<file path="src/rtl/speck_decrypt_sequencer_if.sv">
// Host-side request/response bus of the SPECK128/128 decrypt sequencer.
//   start      : one-cycle request (host -> sequencer)
//   key        : 128-bit master key, captured with an accepted start
//   ciphertext : 128-bit block to decrypt, captured with an accepted start
//   plaintext  : result, valid while done is high, held until the next accept
//   busy       : operation in progress
//   done       : one-cycle completion pulse
//   error      : one-cycle pulse with done when an engine step timed out
interface speck_decrypt_sequencer_if;
  logic         start;
  logic [127:0] key;
  logic [127:0] ciphertext;
  logic [127:0] plaintext;
  logic         busy;
  logic         done;
  logic         error;

  modport master (
    output start, key, ciphertext,
    input  plaintext, busy, done, error
  );

  modport slave (
    input  start, key, ciphertext,
    output plaintext, busy, done, error
  );
endinterface

</file>
<file path="src/rtl/speck_decrypt_sequencer.sv">
// Iterative SPECK128/128 decryption controller. Drives one shared key
// schedule engine to fill a subkey store, then drives one shared round
// decrypt engine over the store in reverse order, chaining each round's
// output into the next round. The last expanded key is cached so a repeat
// of the same key skips the key schedule.
// Ports:
//   clk, rst_n    : clock, asynchronous active-low reset
//   host          : start/key/ciphertext in, plaintext/busy/done/error out
//   ks_*          : key schedule engine (start, key, round ctr / finished, subkey)
//   rd_*          : round engine (start, subkey, ciphertext / finished, plaintext)
module speck_decrypt_sequencer #(
  parameter int unsigned NR_ROUNDS = 32,
  parameter int unsigned TIMEOUT   = 255
) (
  input  logic                          clk,
  input  logic                          rst_n,
  speck_decrypt_sequencer_if.slave      host,
  output logic                          ks_start,
  output logic [127:0]                  ks_key,
  output logic [63:0]                   ks_round_ctr,
  input  logic                          ks_finished,
  input  logic [127:0]                  ks_subkey,
  output logic                          rd_start,
  output logic [63:0]                   rd_subkey,
  output logic [127:0]                  rd_ciphertext,
  input  logic                          rd_finished,
  input  logic [127:0]                  rd_plaintext
);
  localparam int unsigned IW = $clog2(NR_ROUNDS);
  localparam int unsigned WW = $clog2(TIMEOUT + 1);
  localparam logic [IW-1:0] LAST_I    = IW'(NR_ROUNDS - 1);
  localparam logic [WW-1:0] LAST_WAIT = WW'(TIMEOUT - 1);

  typedef enum logic [2:0] {
    IDLE, KS_START, KS_WAIT, KS_STORE, RD_START, RD_WAIT, RD_STORE, DONE
  } state_t;

  state_t         state, state_next;
  logic [IW-1:0]  i;
  logic [WW-1:0]  wait_cnt;
  logic           qual;
  logic           key_valid;
  logic [127:0]   cached_key, prev_key, data_reg, key_q, ct_q, plain_q;
  logic           err_q;
  logic [63:0]    store [NR_ROUNDS];

  logic accept, cache_hit, ks_store, rd_store, abort, wait_miss;
  logic busy, done, error;

  assign cache_hit      = key_valid && (host.key == cached_key);
  assign host.busy      = busy;
  assign host.done      = done;
  assign host.error     = error;
  assign host.plaintext = plain_q;

  always_ff @(posedge clk or negedge rst_n) begin
    if (!rst_n) state <= IDLE;
    else        state <= state_next;
  end

  always_comb begin
    state_next    = state;
    ks_start      = 1'b0;
    ks_key        = '0;
    ks_round_ctr  = '0;
    rd_start      = 1'b0;
    rd_subkey     = '0;
    rd_ciphertext = '0;
    busy          = 1'b0;
    done          = 1'b0;
    error         = 1'b0;
    accept        = 1'b0;
    ks_store      = 1'b0;
    rd_store      = 1'b0;
    abort         = 1'b0;
    wait_miss     = 1'b0;
    case (state)
      IDLE: begin
        if (host.start) begin
          accept     = 1'b1;
          state_next = cache_hit ? RD_START : KS_START;
        end
      end
      KS_START, KS_WAIT: begin
        busy         = 1'b1;
        ks_start     = (state == KS_START);
        ks_key       = (i == '0) ? key_q : prev_key;
        ks_round_ctr = 64'(i);
        if (state == KS_START) begin
          state_next = KS_WAIT;
        end else if (qual) begin
          // first wait cycle is skipped (qual=0) to ignore a stale finished level
          if (ks_finished)               state_next = KS_STORE;
          else if (wait_cnt == LAST_WAIT) begin
            abort      = 1'b1;
            state_next = DONE;
          end else                        wait_miss  = 1'b1;
        end
      end
      KS_STORE: begin
        busy       = 1'b1;
        ks_store   = 1'b1;
        state_next = (i == LAST_I) ? RD_START : KS_START;
      end
      RD_START, RD_WAIT: begin
        busy          = 1'b1;
        rd_start      = (state == RD_START);
        rd_subkey     = store[LAST_I - i];
        rd_ciphertext = (i == '0) ? ct_q : data_reg;
        if (state == RD_START) begin
          state_next = RD_WAIT;
        end else if (qual) begin
          if (rd_finished)               state_next = RD_STORE;
          else if (wait_cnt == LAST_WAIT) begin
            abort      = 1'b1;
            state_next = DONE;
          end else                        wait_miss  = 1'b1;
        end
      end
      RD_STORE: begin
        busy       = 1'b1;
        rd_store   = 1'b1;
        state_next = (i == LAST_I) ? DONE : RD_START;
      end
      DONE: begin
        done       = 1'b1;
        error      = err_q;
        state_next = IDLE;
      end
      default: state_next = IDLE;
    endcase
  end

  always_ff @(posedge clk or negedge rst_n) begin
    if (!rst_n) begin
      i          <= '0;
      wait_cnt   <= '0;
      qual       <= 1'b0;
      key_valid  <= 1'b0;
      cached_key <= '0;
      prev_key   <= '0;
      data_reg   <= '0;
      key_q      <= '0;
      ct_q       <= '0;
      plain_q    <= '0;
      err_q      <= 1'b0;
    end else begin
      if (accept) begin
        key_q   <= host.key;
        ct_q    <= host.ciphertext;
        i       <= '0;
        err_q   <= 1'b0;
        plain_q <= '0;
        if (!cache_hit) key_valid <= 1'b0;
      end
      if (state == KS_START || state == RD_START) begin
        wait_cnt <= '0;
        qual     <= 1'b0;
      end else if (wait_miss) begin
        wait_cnt <= wait_cnt + 1'b1;
      end
      if (state == KS_WAIT || state == RD_WAIT) qual <= 1'b1;
      if (ks_store) begin
        prev_key <= ks_subkey;
        if (i == LAST_I) begin
          key_valid  <= 1'b1;
          cached_key <= key_q;
          i          <= '0;
        end else begin
          i <= i + 1'b1;
        end
      end
      if (rd_store) begin
        data_reg <= rd_plaintext;
        if (i == LAST_I) plain_q <= rd_plaintext;
        else             i       <= i + 1'b1;
      end
      if (abort) begin
        // a partly filled store must never be reused as a cache hit
        key_valid <= 1'b0;
        err_q     <= 1'b1;
        plain_q   <= data_reg;
      end
    end
  end

  always_ff @(posedge clk) begin
    if (ks_store) store[i] <= ks_subkey[127:64];
  end
endmodule

</file>
<file path="src/flat_wrapper.sv">
// flat-port wrapper written by rule: the top's interface ports become plain ports
module speck_decrypt_sequencer_flat 
#(
  parameter int unsigned NR_ROUNDS = 32,
  parameter int unsigned TIMEOUT   = 255
)
  (clk, rst_n, ks_start, ks_key, ks_round_ctr, ks_finished, ks_subkey, rd_start, rd_subkey, rd_ciphertext, rd_finished, rd_plaintext, host_start, host_key, host_ciphertext, host_plaintext, host_busy, host_done, host_error);
  speck_decrypt_sequencer_if host_i ();
  input  logic clk;
  input  logic rst_n;
  output logic ks_start;
  output logic [127:0] ks_key;
  output logic [63:0] ks_round_ctr;
  input  logic ks_finished;
  input  logic [127:0] ks_subkey;
  output logic rd_start;
  output logic [63:0] rd_subkey;
  output logic [127:0] rd_ciphertext;
  input  logic rd_finished;
  input  logic [127:0] rd_plaintext;
  input wire logic [$bits(host_i.start)-1:0] host_start;
  input wire logic [$bits(host_i.key)-1:0] host_key;
  input wire logic [$bits(host_i.ciphertext)-1:0] host_ciphertext;
  output wire logic [$bits(host_i.plaintext)-1:0] host_plaintext;
  output wire logic [$bits(host_i.busy)-1:0] host_busy;
  output wire logic [$bits(host_i.done)-1:0] host_done;
  output wire logic [$bits(host_i.error)-1:0] host_error;
  assign host_i.start = host_start;
  assign host_i.key = host_key;
  assign host_i.ciphertext = host_ciphertext;
  assign host_plaintext = host_i.plaintext;
  assign host_busy = host_i.busy;
  assign host_done = host_i.done;
  assign host_error = host_i.error;
  speck_decrypt_sequencer #(.NR_ROUNDS(NR_ROUNDS), .TIMEOUT(TIMEOUT)) u_core (.clk(clk), .rst_n(rst_n), .host(host_i), .ks_start(ks_start), .ks_key(ks_key), .ks_round_ctr(ks_round_ctr), .ks_finished(ks_finished), .ks_subkey(ks_subkey), .rd_start(rd_start), .rd_subkey(rd_subkey), .rd_ciphertext(rd_ciphertext), .rd_finished(rd_finished), .rd_plaintext(rd_plaintext));
endmodule
</file>
<file path="config.mk">
export PLATFORM = sky130hd
export DESIGN_NAME = speck_decrypt_sequencer_flat
export DESIGN_NICKNAME = d
export VERILOG_FILES = /design/src/rtl/speck_decrypt_sequencer_if.sv /design/src/rtl/speck_decrypt_sequencer.sv /design/src/flat_wrapper.sv
export SDC_FILE = /design/constraint.sdc
export NUM_CORES = 2
export LEC_CHECK = 0
export BUFFER_PORTS_ARGS = -buffer_cell sky130_fd_sc_hd__buf_2
export CORE_MARGIN = 2
export CORE_UTILIZATION = 41
export CTS_BUF_LIST = sky130_fd_sc_hd__clkbuf_8
export DETAILED_ROUTE_END_ITERATION = 10
export GPL_TIMING_DRIVEN = 1
export HOLD_SLACK_MARGIN = 0.02
export SKIP_LAST_GASP = 1
export SLEW_MARGIN = 20
export SYNTH_ARGS = -nofsm -noshare
export SYNTH_HDL_FRONTEND = slang
export SYNTH_SLANG_ARGS = --single-unit
export TNS_END_PERCENT = 10
</file>
<file path="constraint.sdc">
create_clock -name clk -period 10.5 [get_ports clk]
set_input_delay 1.05 -clock clk [delete_from_list [all_inputs] [get_ports clk]]
set_output_delay 1.05 -clock clk [all_outputs]
set_load 0.02 [all_outputs]
</file>
; After elaboration in Yosys (flattened, before gate mapping)
; Memory sizes are Yosys's and may differ from the RTL's.
; Index checks and enable logic that the tools add are counted.
[totals]
regBits = 787
latch_bits = 0
ram_bits = 2048
rom_bits = 0
inputBits = 517
n_memories = 1
[classes]
add_sub_neg = 3
multipliers = 0
n_div = 0
order_cmp = 0
n_eq_ne = 13
shifts = 0
mux = 65
n_bitwise = 0
n_reduce_logical = 13
[mem_list]
columns = memory, depth, word_bits, read_ports, rd_clocked_by_memory_dff, wr, line_no
row1 = u_core.store, 32, 64, 1, 0, 1, speck_decrypt_sequencer.sv:45  ; logic [63:0] store [NR_ROUNDS];
[op_table]
columns = cell, n
row1 = 128-bit two-way mux, 8
row2 = 128-bit == test, 1
row3 = 64-bit two-way mux, 1
row4 = 1-bit two-way mux, 34
row5 = 3-bit two-way mux, 10
row6 = 5-bit two-way mux, 6
row7 = 3-bit case mux with 6 select lines, 1
row8 = 8-bit two-way mux, 2
row9 = 3-bit == test (second input constant), 4
row10 = 8-bit by 1-bit adder with 8-bit output (second input constant), 1
row11 = 8-bit == test (second input constant), 1
row12 = 3-bit by 2-bit == test with 1-bit output (second input constant), 2
row13 = 3-bit by 1-bit inequality test with 1-bit output (second input constant), 2
row14 = 2-bit nonzero test, 3
row15 = 6-bit OR reduction, 1
row16 = 5-bit by 1-bit adder with 5-bit output (second input constant), 1
row17 = 5-bit == test (second input constant), 1
row18 = 5-bit logical NOT, 1
row19 = 5-bit subtractor (first input constant), 1
row20 = 1-bit case mux with 2 select lines, 2
row21 = 2-bit OR reduction, 2
row22 = 3-bit by 1-bit == test with 1-bit output (second input constant), 1
row23 = 3-bit logical NOT, 1
row24 = 3-bit AND reduction, 1
row25 = other kinds (5), 6

; Longest topological paths before layout
[logic_depth]
word_depth = 8
ltp_mapped = 11

; Worst setup path before layout
; No wires, ideal clock.
[synth_timing]
path_type = register to register
start = reg u_core.state[2]
end = mem u_core.store[10][0], enable pin
arrival_ns = 4.097
t_required_ns = 10.013
path_slack_ns = 5.917
stages_incl_launch_ff = 7
n_path_buf = 3
path_cell_list = dfrtp_1 > buf_2 > buf_2 > nor2_1 > clkbuf_1 > nand2_1 > nor2_1
[synth_via]
elab_chain_len = 4
[synth_rtl]
columns = item, line_no
row1 = "start, declared", speck_decrypt_sequencer.sv:38  ; state_t state, state_next;
row2 = "start signal, assigned", speck_decrypt_sequencer.sv:58  ; else state <= state_next;
row3 = 3-bit by 2-bit == test with 1-bit output, speck_decrypt_sequencer.sv:77  ; case (state)
row4 = 1-bit two-way mux, speck_decrypt_sequencer.sv:77
row5 = 1-bit two-way mux, speck_decrypt_sequencer.sv:188  ; if (ks_store) store[i] <= ks_subkey[127:64];
row6 = 1-bit two-way mux (not written as such), speck_decrypt_sequencer.sv:188
row7 = "end, declared", speck_decrypt_sequencer.sv:45
; Every way passes these cells.

; Worst setup path after layout
[layout_timing]
start = reg u_core.i[3]
end = out rd_ciphertext[112]
[layout_via]
elab_chain_len = 3
[layout_rtl]
columns = item, line_no
row1 = "start, declared", speck_decrypt_sequencer.sv:39  ; logic [IW-1:0] i;
row2 = "start signal, assigned", speck_decrypt_sequencer.sv:170  ; i <= i + 1'b1;
row3 = "start signal, assigned", speck_decrypt_sequencer.sv:176  ; else i <= i + 1'b1;
row4 = 5-bit logical NOT, speck_decrypt_sequencer.sv:109  ; rd_ciphertext = (i == '0) ? ct_q : data_reg;
row5 = 128-bit two-way mux, speck_decrypt_sequencer.sv:109
row6 = 128-bit two-way mux, speck_decrypt_sequencer.sv:77
row7 = "end, declared", flat_wrapper.sv:18  ; output logic [127:0] rd_ciphertext;
; Every way passes these cells.

==> flow_metrics.env <==
export IMPL_status="finished, final reports clean"
export IMPL_internal_power_uw=20300
export IMPL_avgRoutedWirePerCell_um=33.0
export IMPL_synthesis_area_sq_um=113000
export IMPL_hold_viol=0
export IMPL_cts_path_max_buffers=4
export IMPL_drive_above_1_share=0.291
export IMPL_yosysWarningCount=0
export IMPL_synth_largest_area_cell="edfxtp_1"
export IMPL_min_path_type="in -> reg"
export IMPL_topRoutingLayerUsed="met5"
export IMPL_coreArea_sq_um=274000
export IMPL_total_power_uw=30700
export IMPL_p_clk_frac=0.299
export IMPL_combPwrFrac=0.254
export IMPL_fin_area_sq_um=131000
export IMPL_path_class="reg -> out"
export IMPL_min_period_ns=6.62
export IMPL_met2_wirelength_um=185000
export IMPL_synth_flop_cell="edfxtp_1"
export IMPL_setup_ws_ns=3.88
export IMPL_max_flop_register="u_core.store"
export IMPL_placed_cell_area_sq_um=122000
export IMPL_grt_overflow_total=0
export IMPL_required_ns=9.45
export IMPL_max_freq_mhz=151
export IMPL_seq_area_frac_synth=0.717
export IMPL_start_kind="flip-flop"
export IMPL_rsz0062_at_grt="no"
export IMPL_synth_top_area_share=0.543
export IMPL_cts_root_buf="clkbuf_8"
export IMPL_setup_violations=0
export IMPL_dieArea_sq_um=280000
export IMPL_die_x_um=530
export IMPL_dp_slack_ns=5.10
export IMPL_largest_reg_flops=2048
export IMPL_maxCapViolations=0
export IMPL_ys_ff_latch=2835
export IMPL_grt_max_degree=204
export IMPL_syn_to_final_growth_pct=15.8
export IMPL_drt_wl_total_um=415000
export IMPL_post_cts_repair_setup_buffers=0
export IMPL_final_common_cell="edfxtp_1"
export IMPL_seq_power_share=0.447
export IMPL_htree_levels=5
export IMPL_arrival_ns=5.57
export IMPL_first_iter_violations=9361
export IMPL_synth_area_leaders="edfxtp_1, dfrtp_1, mux4_2"
export IMPL_drt_met1_wl_um=168000
export IMPL_die_y_um=530
export IMPL_io_buffers=974
export IMPL_grt_pass1_vias=71400
export IMPL_antenna_found_initial=166
export IMPL_power_density_nw_per_um2=234
export IMPL_vias=72500
export IMPL_end_kind="output pin"
export IMPL_num_rows=192
export IMPL_clock_latency_ns=1.12
export IMPL_syn_avg_cell_area_sq_um=15.6
export IMPL_async_flop_share=0.278
export IMPL_hpwl_um=254000
export IMPL_worst_pin_slew_ns=1.25
export IMPL_power_leakage_uw=0.0495
export IMPL_maxSlewViolCount=0
export IMPL_max_vdd_ir_drop_mv=0.352
export IMPL_power_switching_uw=10400
export IMPL_numCtsBuffers=462
export IMPL_path_max_fanout=135
export IMPL_final_setup_tns_ns=0
export IMPL_start_util=0.413
export IMPL_slew_limit_headroom=0.169
export IMPL_final_cells=12600
export IMPL_grt_pass1_wl_um=565000
export IMPL_fin_crit_sh=0.630
export IMPL_post_synth_num_cell_types=57
export IMPL_cts_tree="yes"
export IMPL_drc=0
export IMPL_placedCellCount=11600
export IMPL_gp_congestion=1.06
export IMPL_clock_sinks=2835
export IMPL_cts_clk_slew_worst_paths_ns=0.06
export IMPL_post_drt_via_cell_ratio=5.76
export IMPL_firstDrtPassIters=6
export IMPL_finalClockSkew_ns=0.0744
export IMPL_met3WireLength_um=44900
export IMPL_nets=8887
export IMPL_ctsResizeCount=0
export IMPL_ant_nets=0
export IMPL_synth_edff_count=2048
export IMPL_grt_use_total=0.288
export IMPL_final_cell_mix="edfxtp_1, nand2_1, buf_2, dfrtp_1, mux4_2"
export IMPL_syn_inst=7240
export IMPL_switching_share=0.339
export IMPL_num_io_pins=1034
## power groups by stage
| stage | Sequential, uW | Combinational, uW | Clock (uW) |
|---|---|---|---|
| after CTS | 13700 | 7780 | 9320 |
| after floorplan | 13500 | 5180 | 0 |
| after global routing | 13800 | 8350 | 9810 |
| after detailed placement | 14000 | 7760 | 0 |
| final | 13700 | 7800 | 9180 |
| after global placement | 13900 | 7710 | 0 |
## kinds of logic (layout without fill, tap and decap cells)
kind of cell,count (synthesis),after routing,synth area share
xor+xnor,110,110,0.00851
fa+ha+maj,7,7,0.000773
flops,2835,2835,0.717
simple gates,2216,2216,0.0782
compound gates,766,766,0.0450
buf+inv,543,1960,0.0240
other cells,1,238,0.0000331
mux,762,762,0.127
## worst max-delay path, stage by stage (launching register included)
cell,delay [ns]
dfrtp_1,0.60
nor3_2,0.23
buf_4,0.89
and2_4,0.76
buf_12,0.50
nand2_1,0.18
a21oi_1,0.77
buf_2,0.31
## final timing paths
path / from / to / slack, ns / depth (start not counted)
worst max-delay path: u_core.i[3] / rd_ciphertext[112] / 3.88 / 7
worst min register to register: u_core.err_q / u_core.err_q / 0.47 / 2
worst min-delay path: host_ciphertext[77] / u_core.ct_q[77] / 0.14 / 3
max in group asynchronous: rst_n / u_core.key_q[84] / 7.35 / 4
worst max register to register: u_core.state[1] / u_core.store[13][37] / 5.58 / 7
min in group asynchronous: rst_n / u_core.prev_key[31] / 0.67 / 2
## stage by stage
stage	hold slack, ns	util
2_1_floorplan	0.438	-
3_3_place_gp	0.457	0.445
3_5_place_dp	0.458	0.445
4_1_cts	0.0221	0.476
5_1_grt	0.0871	0.477
6_report	0.137	0.478
## area by class of cell
class,count,area [sq um]
Fill cell,23800,143000
Clock inverter,309,1670
Clock buffer,507,6980
Sequential cell,2835,81200
Inverter,33,124
Timing Repair Buffer,1111,6150
Antenna cell,179,448
Tap cell,3686,4610
Multi-Input combinational cell,3920,29900
## cell usage after synthesis, drive strengths merged (2+ instances only)
cell type	instances
nand2b	11
nand4	30
edfxtp	2048
buf	261
o31ai	2
clkbuf	249
mux4	512
a21oi	261
a22o	3
xnor2	100
nor3	11
a21o	2
a221oi	2
nand2	1803
o21ai	26
nand3	143
nor2b	10
mux2	249
nor4	12
and2	3
o2111ai	3
a22oi	256
dfrtp	787
inv	33
or2	2
a2111o	3
and3	3
xor2	10
a41oi	64
a31oi	129
ha	7
o22ai	9
nor2	185
## routing by layer
layer	global-route usage	up-vias
met4	0.115	58
met3	0.0804	847
li1	-	29500
met5	0.00462	-
met1	0.404	38000
met2	0.425	4071
## timing repair
action / in CTS / in global routing
setup endpoints to repair: 0 / 0
hold endpoints to repair: 26 / 0
hold buffers: 1 / 0
No activity file was read; power rests on OpenSTA's default activity.
